$ cat src/rtl/complex_pkg.sv
// ----------------------------------------------------------------------------
// complex_pkg
// Shared constants for the complex frame accumulator:
//   IN_W          - width of the signed real/imag input samples
//   ACC_W_DEFAULT - default accumulator / output width
//   ST_EMPTY/FULL - output holding-register state encoding
// ----------------------------------------------------------------------------
package complex_pkg;

    localparam int IN_W          = 8;
    localparam int ACC_W_DEFAULT = 16;

    localparam logic [0:0] ST_EMPTY = 1'b0;
    localparam logic [0:0] ST_FULL  = 1'b1;

endpackage : complex_pkg

$ cat src/rtl/sat_add.sv
// ----------------------------------------------------------------------------
// sat_add
// Signed W-bit adder that clamps to [-2^(W-1), 2^(W-1)-1].
// Ports:
//   a, b  - signed W-bit operands
//   sum   - clamped signed W-bit result
//   sat   - 1 when the exact result was out of range and got clamped
// ----------------------------------------------------------------------------
module sat_add #(
    parameter int W = 16
) (
    input  logic signed [W-1:0] a,
    input  logic signed [W-1:0] b,
    output logic signed [W-1:0] sum,
    output logic                sat
);

    logic signed [W:0] full_sum;
    logic              ovf;

    // One guard bit: overflow shows up as the top two bits disagreeing.
    assign full_sum = (W+1)'(a) + (W+1)'(b);
    assign ovf      = full_sum[W] ^ full_sum[W-1];

    always_comb begin
        sum = full_sum[W-1:0];
        if (ovf) begin
            // Guard bit carries the true sign of the exact result.
            sum = full_sum[W] ? {1'b1, {(W-1){1'b0}}} : {1'b0, {(W-1){1'b1}}};
        end
    end

    assign sat = ovf;

endmodule : sat_add

$ cat src/rtl/complex_accum.sv
// ----------------------------------------------------------------------------
// complex_accum
// Sums FRAME_LEN signed complex samples per frame with saturation and hands
// the frame sum to a consumer through a one-deep holding register.
//
// Output handshake: a result is transferred on any rising edge where
// out_valid=1 and out_ready=1. out_valid stays high and out_re/out_im/out_sat
// stay stable until that transfer. The input side never stalls: when a new
// frame completes while a result is held and out_ready=0, the new frame is
// dropped and the sticky overrun flag is set.
//
// Ports:
//   clk, rst          - clock, asynchronous active-high reset
//   in_valid          - in_re/in_im carry a sample this cycle
//   in_re, in_im      - signed IN_W-bit sample
//   clr               - synchronous abort of the frame being accumulated
//   out_ready         - consumer accepts the held result
//   out_valid         - held result is valid
//   out_re, out_im    - signed ACC_W-bit frame sum
//   out_sat           - some add in the held frame clamped
//   overrun           - sticky: a completed frame was dropped
//   dbg_state         - output holding-register state (EMPTY/FULL)
// ----------------------------------------------------------------------------
module complex_accum
    import complex_pkg::*;
#(
    parameter int FRAME_LEN = 4,
    parameter int ACC_W     = ACC_W_DEFAULT
) (
    input  logic                    clk,
    input  logic                    rst,
    input  logic                    in_valid,
    input  logic signed [IN_W-1:0]  in_re,
    input  logic signed [IN_W-1:0]  in_im,
    input  logic                    clr,
    input  logic                    out_ready,
    output logic                    out_valid,
    output logic signed [ACC_W-1:0] out_re,
    output logic signed [ACC_W-1:0] out_im,
    output logic                    out_sat,
    output logic                    overrun,
    output logic [0:0]              dbg_state
);

    localparam int CNT_W = $clog2(FRAME_LEN);
    localparam logic [CNT_W-1:0] CNT_LAST = CNT_W'(FRAME_LEN - 1);

    // Accumulation state
    logic signed [ACC_W-1:0] acc_re_q, acc_re_d;
    logic signed [ACC_W-1:0] acc_im_q, acc_im_d;
    logic [CNT_W-1:0]        cnt_q, cnt_d;
    logic                    sat_q, sat_d;

    // Output holding register
    logic [0:0]              state_q, state_d;
    logic signed [ACC_W-1:0] out_re_q, out_re_d;
    logic signed [ACC_W-1:0] out_im_q, out_im_d;
    logic                    out_sat_q, out_sat_d;
    logic                    overrun_q, overrun_d;

    logic signed [ACC_W-1:0] ext_re, ext_im;
    logic signed [ACC_W-1:0] sum_re, sum_im;
    logic                    sat_re, sat_im;
    logic                    take;
    logic                    complete;
    logic                    frame_sat;

    // Signed size cast sign-extends the sample to the accumulator width.
    assign ext_re = ACC_W'(in_re);
    assign ext_im = ACC_W'(in_im);

    sat_add #(.W(ACC_W)) u_add_re (
        .a   (acc_re_q),
        .b   (ext_re),
        .sum (sum_re),
        .sat (sat_re)
    );

    sat_add #(.W(ACC_W)) u_add_im (
        .a   (acc_im_q),
        .b   (ext_im),
        .sum (sum_im),
        .sat (sat_im)
    );

    // clr wins over in_valid: the sample arriving with clr is discarded.
    assign take      = in_valid & ~clr;
    assign complete  = take && (cnt_q == CNT_LAST);
    assign frame_sat = sat_q | sat_re | sat_im;

    // Accumulator next state
    always_comb begin
        acc_re_d = acc_re_q;
        acc_im_d = acc_im_q;
        cnt_d    = cnt_q;
        sat_d    = sat_q;
        if (clr || complete) begin
            acc_re_d = '0;
            acc_im_d = '0;
            cnt_d    = '0;
            sat_d    = 1'b0;
        end else if (take) begin
            acc_re_d = sum_re;
            acc_im_d = sum_im;
            cnt_d    = cnt_q + CNT_W'(1);
            sat_d    = frame_sat;
        end
    end

    // Output holding-register next state
    always_comb begin
        state_d   = state_q;
        out_re_d  = out_re_q;
        out_im_d  = out_im_q;
        out_sat_d = out_sat_q;
        overrun_d = overrun_q;
        case (state_q)
            ST_EMPTY: begin
                if (complete) begin
                    state_d   = ST_FULL;
                    out_re_d  = sum_re;
                    out_im_d  = sum_im;
                    out_sat_d = frame_sat;
                end
            end
            default: begin // ST_FULL
                if (complete) begin
                    if (out_ready) begin
                        // Old result leaves as the new one arrives.
                        out_re_d  = sum_re;
                        out_im_d  = sum_im;
                        out_sat_d = frame_sat;
                    end else begin
                        overrun_d = 1'b1;
                    end
                end else if (out_ready) begin
                    state_d = ST_EMPTY;
                end
            end
        endcase
    end

    always_ff @(posedge clk or posedge rst) begin
        if (rst) begin
            acc_re_q  <= '0;
            acc_im_q  <= '0;
            cnt_q     <= '0;
            sat_q     <= 1'b0;
            state_q   <= ST_EMPTY;
            out_re_q  <= '0;
            out_im_q  <= '0;
            out_sat_q <= 1'b0;
            overrun_q <= 1'b0;
        end else begin
            acc_re_q  <= acc_re_d;
            acc_im_q  <= acc_im_d;
            cnt_q     <= cnt_d;
            sat_q     <= sat_d;
            state_q   <= state_d;
            out_re_q  <= out_re_d;
            out_im_q  <= out_im_d;
            out_sat_q <= out_sat_d;
            overrun_q <= overrun_d;
        end
    end

    assign out_valid = (state_q == ST_FULL);
    assign out_re    = out_re_q;
    assign out_im    = out_im_q;
    assign out_sat   = out_sat_q;
    assign overrun   = overrun_q;
    assign dbg_state = state_q;

endmodule : complex_accum

$ cat config.mk
export PLATFORM = sky130hd
export DESIGN_NAME = complex_accum
export DESIGN_NICKNAME = d
export VERILOG_FILES = /design/src/rtl/complex_pkg.sv /design/src/rtl/sat_add.sv /design/src/rtl/complex_accum.sv
export SDC_FILE = /design/constraint.sdc
export NUM_CORES = 1
export LEC_CHECK = 0
export BUFFER_PORTS_ARGS = -buffer_cell sky130_fd_sc_hd__clkbuf_2
export CORE_UTILIZATION = 35
export CTS_BUF_LIST = sky130_fd_sc_hd__clkbuf_2 sky130_fd_sc_hd__clkbuf_4 sky130_fd_sc_hd__clkbuf_8
export DETAILED_ROUTE_END_ITERATION = 10
export SLEW_MARGIN = 20
export SYNTH_ARGS = -nofsm -noshare
export SYNTH_HDL_FRONTEND = slang
export SYNTH_SLANG_ARGS = --single-unit
$ cat constraint.sdc
create_clock -name clk -period 4.15 [get_ports clk]
set_input_delay 1.0375 -clock clk [delete_from_list [all_inputs] [get_ports clk]]
set_output_delay 1.0375 -clock clk [all_outputs]
set_load 0.05 [all_outputs]
==> results of run 1 <==
==> sequential cells by signal, indices dropped and copies added (netlist names) <==
signal / flops
out_im: 16
out_re: 16
acc_im_q: 16
cnt_q: 2
overrun: 1
sat_q: 1
dbg_state: 1
acc_re_q: 16
out_sat: 1
==> synthesized netlist by cell type, types with 11 or more instances <==
library cell and number:
dfrtp_1 70, nand2_1 67, o21ai_0 58, nor2_1 38
ha_1 33, a21oi_1 29, a22o_1 16, nand2b_1 16
a21o_1 14, clkbuf_1 12, xor2_1 12, inv_1 11
==> kinds of logic (layout without fill, tap and decap cells) <==
logic type,after synthesis,count (layout)
compound gates,150,150
xor+xnor,23,23
fa+ha+maj,35,35
buf+inv,28,91
flops,70,70
mux,8,8
simple gates,150,150
==> layer usage <==
metal | vias to the layer above | global-route usage | wire (um)
met5 | - | 0 | 0
met4 | 0 | 0.0613 | 149
met3 | 13 | 0.0356 | 406
met2 | 67 | 0.262 | 4490
met1 | 1696 | 0.256 | 5250
li1 | 1775 | - | -
==> power groups by stage <==
stage / Combinational, mW / Sequential (mW) / Clock [mW]
CTS: 1.65 / 0.976 / 0.644
finish: 1.65 / 0.974 / 0.628
floorplan: 0.940 / 1.31 / 0
detailed placement: 1.65 / 0.986 / 0
global placement: 1.63 / 0.987 / 0
global route: 1.82 / 1.00 / 0.679
==> how the worst min path moves through the flow <==
stage	from	endpoint	slack, ns	cells past startpoint
floorplan	acc_im_q[10]$_DFFE_PP0P_	acc_im_q[10]$_DFFE_PP0P_	0.45	2
global placement	overrun$_DFFE_PP0P_	overrun$_DFFE_PP0P_	0.47	1
detailed placement	overrun$_DFFE_PP0P_	overrun$_DFFE_PP0P_	0.48	1
CTS	out_re[4]$_DFFE_PP0P_	out_re[4]$_DFFE_PP0P_	0.50	2
global route	out_im[6]$_DFFE_PP0P_	out_im[6]$_DFFE_PP0P_	0.51	2
finish	overrun$_DFFE_PP0P_	overrun$_DFFE_PP0P_	0.48	1
==> metrics by stage <==
stage | setup WS, ns | total power [mW] | std cells
final | 0.701 | 3.25 | 670
after global routing | 0.429 | 3.50 | 670
after CTS | 0.694 | 3.27 | 670
after detailed placement | 0.333 | 2.63 | 654
after global placement | 0.396 | 2.61 | 654
after floorplan | 0.778 | 2.25 | 464
==> worst max-delay path, cell delays in order <==
cell and delay, ns:
clkbuf_2 0.09, ha_1 0.21, inv_1 0.07, fa_1 0.19, nand2b_1 0.15, a21oi_1 0.10, o41a_1 0.46, a221o_1 0.37
a21oi_4 0.25, nor2_1 0.08, buf_4 0.18, o31ai_1 0.33, o21ai_0 0.15
==> final cells by class <==
type,instances,area share
Multi-Input combinational cell,366,0.487
Clock inverter,6,0.0172
Inverter,11,0.00836
Timing Repair Buffer,64,0.0689
Sequential cell,70,0.355
Tap cell,143,0.0362
Clock buffer,10,0.0279
==> impl_metrics.yaml, run 1 <==
die:
  boundaryPins: 57
  die_area_mm2: 0.0126
  core.rowCount: 39
  chipWidth_um: 112
  initial_core_utilization: 0.366
  floorplan.core_area_mm2: 0.0117
  die_y_um: 112
power:
  net_switching_fraction_of_the_power: 0.455
  design_internal_power_mw: 1.77
  power.net_switching_mw: 1.48
  power.ir.vdd_worst_v: 0.000226
  power.clock.fraction: 0.193
  p_leak_nw: 2.48
  portion_of_total_power_attributed_to_sequential_cells: 0.300
  comb_power_share: 0.507
  power.density_mw_per_mm2: 657
cells_and_area:
  final-seq-area_mm2: 0.00175
  num_antenna_cells: 0
  layout.cells.most_common_list: "dfrtp_1 (70), nand2_1 (67), o21ai_0 (58)"
  finalNetCount: 578
  multi_input_area_mm2: 0.00240
  stdcell_area_mm2: 0.00494
  final_layout_size_suffix_gt1_frac: 0.184
  filler_cell_count: 1114
  mostFrequentLayoutCell: "dfrtp_1"
  syn2layout_area_growth_pct: 15.7
  finalCoreUtilization: 0.424
synthesis:
  synth.mux.area_fraction: 0.0205
  synthDistinctLibCells: 59
  post_synth_main_area_contributors: "dfrtp_1 (41%), ha_1 (9.7%), o21ai_0 (6.8%), nand2_1 (5.9%), a21oi_1 (3.4%)"
  synthesis.instances: 464
  postSynthNetCount: 520
  synth_top_cell_by_area: "dfrtp_1"
  flip_flop_and_latch_count_after_synthesis: 70
  synthAdderAreaFrac: 0.106
  synth.yosys.seq_area_share: 0.410
  yosys_warnings: 0
  synthFlopType: "dfrtp_1"
  edff_count_synth: 0
  syn_area_mm2: 0.00427
  post_synth_xor_area_fraction: 0.0489
  post_synth_and_or_nand_nor_area_fraction: 0.159
  syn_area_per_cell_um2: 9.20
  synth_top_cell_area_share: 0.410
  synth_compound_gate_area_share: 0.227
  combinational_family_with_the_most_area_after_synthesis: "compound AO/OA/AOI/OAI gates"
  async_reset_ff_frac: 1.00
route:
  drt_wl_total_mm: 10.3
  route.detailed.vias_per_inst: 5.30
  routed-via-count: 3551
  dr_iter_0_viols: 112
  detailedRoute.firstPassIterationCount: 4
  drt-wirelength-per-cell_um: 15.4
  postRouteAntennaNets: 0
  remaining_design_rule_violation_count: 0
worst_hold_path:
  timing.hold.worst.class: "reg2reg"
timing:
  final_max_slew_viol_count: 0
  final_hold_viol_count: 0
  rsz0062_at_grt: "no"
  totalNegativeSetupSlack_ns: 0
  skew_ns: 0.00548
  whs_ns: 0.481
  fmax_mhz: 290
  finalCriticalPeriod_ns: 3.45
  max_slew.worst_pin.slew_ns: 1.04
  max_slew_margin: 0.307
  post-route-period-util: 0.831
  setup_viol: 0
worst_setup_path:
  critPathLaunch: "in_im[0]"
  r2r-start: "acc_im_q[0]$_DFFE_PP0P_"
  reg_to_reg_slack_setup_ns: 1.09
  timing.critical_path.required_ns: 4.38
  critical_path_class: "in2reg"
  path_max_fanout: 8
  timing.critical_path.from_type: "input port"
  r2r.worst_path.cells: 12
  reg2reg_to: "out_im[13]$_DFFE_PP0P_"
  timing.critical_path.to: "out_im[13]$_DFFE_PP0P_"
  timing.critical_path.arrival_ns: 3.68
  cp-end-kind: "register"
global_route:
  global_route_total_usage_across_every_layer: 0.177
  antenna_found_initial: 0
  first_global_vias: 3475
  overflow: 0
  grt_pass1_wl_mm: 17.7
  grt_start_max_net_pins: 47
cts:
  tritoncts: "built"
  clk_pin_slew_ns: 0.08
  clock_tree.root_cell: "clkbuf_8"
  clkLatencyLatePin_ns: 0.36
  maximum_buffer_depth_of_the_clock_tree: 2
  clock_sinks: 70
  clock_tree.htree_level_count: 3
  holdBufCountCts: 0
  cts_repair_resize_count: 0
  cts_inserted_buffers: 9
  postCtsSetupRepairBufs: 0
placement:
  gp_congestion: 0.870
  port_buffers: 56
  placed_cell_area_mm2: 0.00472
  place_hpwl_mm: 7.52
status:
  status: "finished, final reports clean"
run:
  max_cap_viols: 0
(Power assumes the default switching activity.)
==> run 2: changes to the inputs <==
==> constraint.sdc (replaced) <==
create_clock -name clk -period 3.3 [get_ports clk]
set_input_delay 0.825 -clock clk [delete_from_list [all_inputs] [get_ports clk]]
set_output_delay 0.825 -clock clk [all_outputs]
set_load 0.05 [all_outputs]
==> impl_metrics.yaml, run 2 (synthesis gave the netlist of run 1 again) <==
status:
  status: "finished, final reports clean"
placement:
  port_buffers: 56
  placed_cell_area_mm2: 0.00506
  gp_congestion: 0.837
  dpl.cell_count: 697
  place_hpwl_mm: 8.08
worst_setup_path:
  path_max_fanout: 11
  timing.critical_path.from_type: "input port"
  timing.critical_path.required_ns: 3.53
  critical_path_class: "in2reg"
  timing.critical_path.arrival_ns: 3.20
  cp-end-kind: "register"
cts:
  cts_inserted_buffers: 9
  clock_tree.root_cell: "clkbuf_8"
  clock_sinks: 70
  clkLatencyLatePin_ns: 0.37
  holdBufCountCts: 0
  maximum_buffer_depth_of_the_clock_tree: 2
  clk_pin_slew_ns: 0.07
  tritoncts: "built"
  clock_tree.htree_level_count: 3
  postCtsSetupRepairBufs: 0
  cts_repair_resize_count: 0
power:
  portion_of_total_power_attributed_to_sequential_cells: 0.291
  power.ir.vdd_worst_v: 0.000312
  power.net_switching_mw: 1.90
  power.density_mw_per_mm2: 804
  comb_power_share: 0.542
  design_internal_power_mw: 2.33
  net_switching_fraction_of_the_power: 0.449
  power.clock.fraction: 0.167
  p_leak_nw: 2.69
route:
  dr_iter_0_viols: 201
  detailedRoute.firstPassIterationCount: 5
  remaining_design_rule_violation_count: 0
  postRouteAntennaNets: 0
  routed-via-count: 3645
  drt-wirelength-per-cell_um: 15.1
  drt_wl_total_mm: 10.7
  route.detailed.vias_per_inst: 5.11
global_route:
  grt_use_met3: 0.0351
  global_route_total_usage_across_every_layer: 0.184
  grt_start_max_net_pins: 46
  grt-busiest-layer: "met1"
  first_global_vias: 3608
  gr-usage-met1: 0.273
  antenna_found_initial: 0
  gr-usage-met2: 0.260
  overflow: 0
  grt_pass1_wl_mm: 18.1
timing:
  fmax_mhz: 336
  setup_viol: 0
  whs_ns: 0.477
  final_max_slew_viol_count: 0
  rsz0062_at_grt: "no"
  finalCriticalPeriod_ns: 2.97
  max_slew.worst_pin.slew_ns: 0.656
  post-route-period-util: 0.901
  final_hold_viol_count: 0
  totalNegativeSetupSlack_ns: 0
  skew_ns: 0.00568
  max_slew_margin: 0.563
cells_and_area:
  stdcell_area_mm2: 0.00525
  multi_input_area_mm2: 0.00240
  finalNetCount: 621
  final-instance-count-excl-fill: 713
  syn2layout_area_growth_pct: 23.1
  final-seq-area_mm2: 0.00175
  finalCoreUtilization: 0.450
  filler_cell_count: 1123
  layout.cells.most_common_list: "dfrtp_1 (70), nand2_1 (67), o21ai_0 (58)"
  final_layout_size_suffix_gt1_frac: 0.246
  num_antenna_cells: 0
  mostFrequentLayoutCell: "dfrtp_1"
run:
  max_cap_viols: 0
die:
  floorplan.core_area_mm2: 0.0117
  core.rowCount: 39
  chipWidth_um: 112
  initial_core_utilization: 0.366
  die_area_mm2: 0.0126
  die_y_um: 112
  boundaryPins: 57
worst_hold_path:
  timing.hold.worst.class: "reg2reg"
==> run 2: cell types whose count changed in the layout (fill, tap and decap cells not counted), sizes merged <==
cell and change:
clkbuf +2, clkinvlp -1, bufinv -1, buf +43
==> run 2: power by group through the flow <==
stage | Combinational, mW | Sequential, mW | Clock [mW]
3_5_place_dp | 2.29 | 1.24 | 0
6_report | 2.29 | 1.23 | 0.706
3_3_place_gp | 2.27 | 1.24 | 0
5_1_grt | 2.52 | 1.26 | 0.772
4_1_cts | 2.30 | 1.23 | 0.726
2_1_floorplan | 1.18 | 1.65 | 0
==> run 2: layer usage <==
metal / wire [um] / vias up
met3: 380 / 13
met4: 172 / 0
met1: 5740 / 1708
met5: 0 / -
li1: - / 1862
met2: 4440 / 62
==> run 2: path summary, 6_finish.rpt <==
check,start,slack [ns],endpoint,cells after the start
setup / recovery,in_im[0],0.33,acc_im_q[3]$_DFFE_PP0P_,12
max in group asynchronous,rst,2.15,out_im[15]$_DFFE_PP0P_,3
hold reg to reg,out_re[4]$_DFFE_PP0P_,0.48,out_re[4]$_DFFE_PP0P_,2
hold / removal,out_re[4]$_DFFE_PP0P_,0.48,out_re[4]$_DFFE_PP0P_,2
min in group asynchronous,rst,0.50,overrun$_DFFE_PP0P_,2
setup reg to reg,acc_im_q[0]$_DFFE_PP0P_,0.47,acc_im_q[3]$_DFFE_PP0P_,11
==> run 2: area by class of cell <==
class | instances | share of cell area
clock buffer | 12 | 0.0279
multi-input combinational | 366 | 0.457
inverter | 11 | 0.00786
tap | 143 | 0.0341
sequential | 70 | 0.333
timing repair buffer | 107 | 0.131
clock inverter | 4 | 0.00905
==> run 2: worst max-delay path, stage by stage <==
cell      delay, ns
clkbuf_2       0.08
ha_1           0.19
inv_1          0.07
fa_1           0.18
nand2b_1       0.13
a21oi_1        0.09
o41a_1         0.41
a221o_1        0.35
a21oi_4        0.20
nand2_2        0.19
nand2_1        0.32
o21ai_0        0.18
==> run 2: metrics by stage <==
step / total power, mW / setup WS (ns)
finish: 4.22 / 0.326
global route: 4.55 / 0.162
global placement: 3.51 / 0.00126
detailed placement: 3.53 / -0.0290
CTS: 4.26 / 0.355
floorplan: 2.83 / 0.141
